$ cat src/rtl/stream_rr_arbiter.sv
// Round-robin, packet-locked arbiter feeding one registered valid/ready stage.
// Grant is combinational in IDLE and pinned to the packet owner while LOCKED.
module stream_rr_arbiter #(
  parameter  int NUM_REQ    = 4,
  parameter  int DATA_WIDTH = 32,
  localparam int SRC_W      = (NUM_REQ > 1) ? $clog2(NUM_REQ) : 1
) (
  input  logic                          clk,
  input  logic                          rst,
  input  logic [NUM_REQ*DATA_WIDTH-1:0] req_data,
  input  logic [NUM_REQ-1:0]            req_valid,
  input  logic [NUM_REQ-1:0]            req_last,
  output logic [NUM_REQ-1:0]            req_ready,
  output logic [DATA_WIDTH-1:0]         out_data,
  output logic                          out_last,
  output logic [SRC_W-1:0]              out_src,
  output logic                          out_valid,
  input  logic                          out_ready,
  output logic                          busy
);

  typedef enum logic [0:0] {IDLE = 1'b0, LOCKED = 1'b1} state_t;

  state_t                  state_q, state_d;
  logic [SRC_W-1:0]        last_grant_q, last_grant_d;
  logic [SRC_W-1:0]        lock_idx_q, lock_idx_d;
  logic                    out_valid_q, out_valid_d;
  logic                    out_last_q, out_last_d;
  logic [SRC_W-1:0]        out_src_q, out_src_d;
  logic [DATA_WIDTH-1:0]   out_data_q, out_data_d;

  logic                    stage_ready_s;
  logic                    found_s;
  logic [SRC_W-1:0]        grant_s;
  logic [SRC_W-1:0]        scan_idx_s;
  logic [SRC_W-1:0]        sel_s;
  logic                    sel_en_s;
  logic                    sel_valid_s;
  logic                    sel_last_s;
  logic [DATA_WIDTH-1:0]   sel_data_s;
  logic                    accept_s;
  logic [NUM_REQ-1:0]      req_ready_s;

  assign stage_ready_s = ~out_valid_q | out_ready;

  // Round-robin scan starting one past the last completed packet's owner
  always_comb begin
    grant_s    = '0;
    found_s    = 1'b0;
    scan_idx_s = '0;
    for (int k = 1; k <= NUM_REQ; k++) begin
      scan_idx_s = SRC_W'((int'(last_grant_q) + k) % NUM_REQ);
      if (!found_s && req_valid[scan_idx_s]) begin
        found_s = 1'b1;
        grant_s = scan_idx_s;
      end else begin
        found_s = found_s;
      end
    end
  end

  // Selected source: packet owner while locked, scan winner otherwise
  always_comb begin
    sel_s       = (state_q == LOCKED) ? lock_idx_q : grant_s;
    sel_en_s    = (state_q == LOCKED) | found_s;
    sel_valid_s = 1'b0;
    sel_last_s  = 1'b0;
    sel_data_s  = '0;
    req_ready_s = '0;
    for (int i = 0; i < NUM_REQ; i++) begin
      if (SRC_W'(i) == sel_s) begin
        sel_valid_s    = req_valid[i];
        sel_last_s     = req_last[i];
        sel_data_s     = req_data[i*DATA_WIDTH +: DATA_WIDTH];
        req_ready_s[i] = ~rst & sel_en_s & stage_ready_s;
      end else begin
        req_ready_s[i] = 1'b0;
      end
    end
    accept_s = ~rst & sel_en_s & stage_ready_s & sel_valid_s;
  end

  // Packet lock FSM; the pointer only moves when a packet's last beat is taken
  always_comb begin
    state_d      = state_q;
    last_grant_d = last_grant_q;
    lock_idx_d   = lock_idx_q;
    case (state_q)
      IDLE: begin
        if (accept_s && sel_last_s) begin
          last_grant_d = sel_s;
        end else if (accept_s) begin
          state_d    = LOCKED;
          lock_idx_d = sel_s;
        end else begin
          state_d = IDLE;
        end
      end
      LOCKED: begin
        if (accept_s && sel_last_s) begin
          state_d      = IDLE;
          last_grant_d = lock_idx_q;
        end else begin
          state_d = LOCKED;
        end
      end
      default: begin
        state_d = IDLE;
      end
    endcase
  end

  // Output stage: load on accept, otherwise empty on drain, payload holds
  always_comb begin
    out_valid_d = out_valid_q;
    out_last_d  = out_last_q;
    out_src_d   = out_src_q;
    out_data_d  = out_data_q;
    if (accept_s) begin
      out_valid_d = 1'b1;
      out_last_d  = sel_last_s;
      out_src_d   = sel_s;
      out_data_d  = sel_data_s;
    end else if (out_valid_q && out_ready) begin
      out_valid_d = 1'b0;
    end else begin
      out_valid_d = out_valid_q;
    end
  end

  // State and output registers
  always_ff @(posedge clk or posedge rst) begin
    if (rst) begin
      state_q      <= IDLE;
      last_grant_q <= SRC_W'(NUM_REQ - 1);
      lock_idx_q   <= '0;
      out_valid_q  <= 1'b0;
      out_last_q   <= 1'b0;
      out_src_q    <= '0;
      out_data_q   <= '0;
    end else begin
      state_q      <= state_d;
      last_grant_q <= last_grant_d;
      lock_idx_q   <= lock_idx_d;
      out_valid_q  <= out_valid_d;
      out_last_q   <= out_last_d;
      out_src_q    <= out_src_d;
      out_data_q   <= out_data_d;
    end
  end

  assign req_ready = req_ready_s;
  assign out_valid = out_valid_q;
  assign out_last  = out_last_q;
  assign out_src   = out_src_q;
  assign out_data  = out_data_q;
  assign busy      = (state_q == LOCKED);

endmodule

$ cat config.mk
export PLATFORM = sky130hd
export DESIGN_NAME = stream_rr_arbiter
export DESIGN_NICKNAME = d
export VERILOG_FILES = /design/src/rtl/stream_rr_arbiter.sv
export SDC_FILE = /design/constraint.sdc
export NUM_CORES = 1
export LEC_CHECK = 0
export ABC_AREA = 1
export BUFFER_PORTS_ARGS = -buffer_cell sky130_fd_sc_hd__buf_2
export CORE_MARGIN = 4
export CORE_UTILIZATION = 44
export CTS_BUF_LIST = sky130_fd_sc_hd__clkbuf_8 sky130_fd_sc_hd__clkbuf_16
export DETAILED_ROUTE_END_ITERATION = 7
export PLACE_DENSITY = 0.87
export SETUP_SLACK_MARGIN = 0.4
export SLEW_MARGIN = 20
export SYNTH_ARGS = -nofsm -noshare
export SYNTH_HDL_FRONTEND = slang
export SYNTH_SLANG_ARGS = --single-unit
$ cat constraint.sdc
create_clock -name clk -period 3.4 [get_ports clk]
set_clock_uncertainty 0.2 [all_clocks]
set_input_delay 0.68 -clock clk [delete_from_list [all_inputs] [get_ports clk]]
set_output_delay 0.68 -clock clk [all_outputs]
set_load 0.1 [all_outputs]
==> results.md <==
* Final ANT Viol Nets at 0
* # rows at 29
* RR Startpoint: last_grant_q[0]
* Critical path type: flip-flop to output pin
* Synth Cell Area at around 0.003 mm²
* Initial DRC Count at between 150 and 200
* Vias in the first global route at around 3400
* Layout cells sized above 1 at roughly half
* Sink Count at 41
* Core Area at 0.00639 mm²
* Crit path launch: last_grant_q[0]
* Post-synthesis async set-or-reset flop share at 100%
* Critical path launch point type: flip-flop
* Seq/Total Area, Yosys at 35.2%
* Synth Net Count at roughly 560
* Number of max-cap violations at 0
* Hold_sp: out_data[23]
* DR WL/cell at 16.4 µm
* Setup Viol. Count Final at 0
* DPL Wire Length at 7.89 mm
* Fillers at a little under 500
* Starting Density at between 40 and 50%
* Register bit total from synthesis at 41
* Synth Instances at 419
* Critical Path Sink Type: output pin
* Top cells by count, synth: 191 x nand2_1, 39 x dfrtp_1, 38 x nand3_1, 30 x o21ai_2, 24 x a21oi_1
* Area Growth Syn to Fin at 55.4%
* First-pass DRT Iterations at 5
* RSZ-0062 raised after global routing: yes
* # IOs at between 150 and 200
* Die W at just under 90 µm
* Syn avg cell area at just under 7 µm²
* Tmin final at around 3300 ps
* Yosys cell types at 26
* Post-synth EDFFs at 0
* Fin crit share at 97.4%
* Layout net count at roughly 760
* Die Height at 89.4 µm
* Yosys warns at 0
* Vias per inst at 5.48
* Cts hold-fix bufs at 0
* Cell taking the most area after synthesis: dfrtp_1
* Grt total ovfl at 0
* CP Data Required Time at approximately 2500 ps
* Max-slew violations at 0
* Largest net degree at the start of global routing at between 40 and 50
* TritonCTS clock tree: done
* GP Congestion at 0.849
* Synth top area share at about a third
* Slew @ Worst Pin at between 600 and 700 ps
* Crit path max fanout at 9
* DRC viols at 0
* Worst-path clk slew at about 80 ps
* Total CTS buffers at 5
* Clock Latency Late Sink at around 300 ps
* Final WL at between 10 and 15 mm
* Final Hold Fails at 0
* Worst slew margin at 54.3%
* Synth area leaders: dfrtp_1 33%, nand2_1 25%, o21ai_2 9.0%, nand3_1 6.5%, a21oi_1 4.1%
* Most used DFF post-synth: dfrtp_1
* Longest Clk Path Bufs at 2
* Hold WC Path Type: flip-flop to flip-flop
* Clk Tree Root Cell: clkbuf_8
* Area of the die at roughly 0.0080 mm²
* Max Freq at between 300 and 400 MHz
* Count leader, synth: nand2_1
* First-pass GRT wire length at 15.4 mm
* Status: completed
* Crit path DAT at 2430 ps
* Number of port buffers at 179
* Via Count at ~3800
* GRT Overall Usage at between 20 and 25%
* Htree depth at 2
* Antenna diodes at 0
* Initial antenna violation count at 0
* Setup TNS at 0 ps
[final cells by class]
cell class / instances / area (µm²) / area share (%)
Inverter: 21 / 103 / 2.26
Multi-Input combinational cell: 336 / 1860 / 41.0
Clock inverter: 2 / 37.5 / 0.828
Timing Repair Buffer: 213 / 1330 / 29.3
Tap cell: 77 / 96.3 / 2.12
Clock buffer: 6 / 82.6 / 1.82
Sequential cell: 41 / 1030 / 22.7
[worst max-delay path: stages, from the launching register on]
cell	delay [ps]
dfstp_2	610
inv_6	80
nand2_1	110
nand2_2	80
nand2_2	100
nand2_4	80
nor2_4	180
nand3_2	100
nand2_2	110
inv_1	90
nand2_2	90
nand2_4	110
nor3_4	170
buf_12	200
[cell usage in the layout (no fill, tap or decap), types with 11 or more instances in the layout]
cell type  instances
a21oi_1           24
buf_2            175
nand2_2           19
nand2_4           14
buf_4             22
dfrtp_1           38
inv_1             12
nand4_1           13
nand2_1          164
o21ai_2           30
nand3_1           34
o21ai_0           11
[cell families (layout without fill, tap and decap cells)]
kind of cell / after synthesis / after routing / share of synthesized area, %
AOI/OAI and AO/OA: 72 / 72 / 16.4
buffers and inverters: 42 / 242 / 8.02
DFF: 41 / 41 / 35.2
and+or+nand+nor: 264 / 264 / 40.4
[sequential cells by signal, indices dropped and copies added (netlist names), named ones only]
signal and cells:
out_valid 1, lock_idx_q 2, out_data 32, last_grant_q 2, out_last 1, out_src 2
[routing by layer]
metal / share of wire (%) / routed length, µm / vias to the layer above / GRT usage (%)
met5: 0 / 0 / - / 0
met4: 2.8 / 320 / 0 / 8.53
met3: 9.0 / 1030 / 37 / 5.07
met2: 50 / 5670 / 229 / 42.8
met1: 39 / 4410 / 1770 / 30.3
li1: - / - / 1777 / -
[per-stage QoR]
step | cell area (µm²) | hold slack [ps] | setup slack (ps) | util [%] | cells
global route | 4530 | 309 | 19.8 | 71.0 | 696
floorplan | 3010 | 242 | 294 | - | 419
finish | 4530 | 288 | 87.9 | 71.0 | 696
global placement | 4000 | 261 | 415 | 62.7 | 663
CTS | 4250 | 289 | 269 | 66.6 | 685
detailed placement | 4000 | 269 | 233 | 62.7 | 663
[final timing paths]
kind | end | slack (ps) | cells after the start
worst min-delay path | out_data[23] | 290 | 2
worst min register to register | out_data[23] | 290 | 2
worst max-delay path | req_ready[0] | 90 | 13
worst max register to register | out_src[1] | 350 | 21
max in group asynchronous | async pin | 2240 | 3
min in group asynchronous | out_data[11] | 370 | 3
[what timing repair did]
item | 4_1_cts | 5_1_grt
setup endpoints to repair | 43 | 45
gates resized for setup | 9 | 40
gates cloned | 0 | 5
buffers inserted | 14 | 6
endpoints found under the hold margin | 0 | 0
pin swaps | 6 | 14
Power is not shown: default switching activity piles up to over one toggle a cycle in this logic, so the estimate is an artifact.
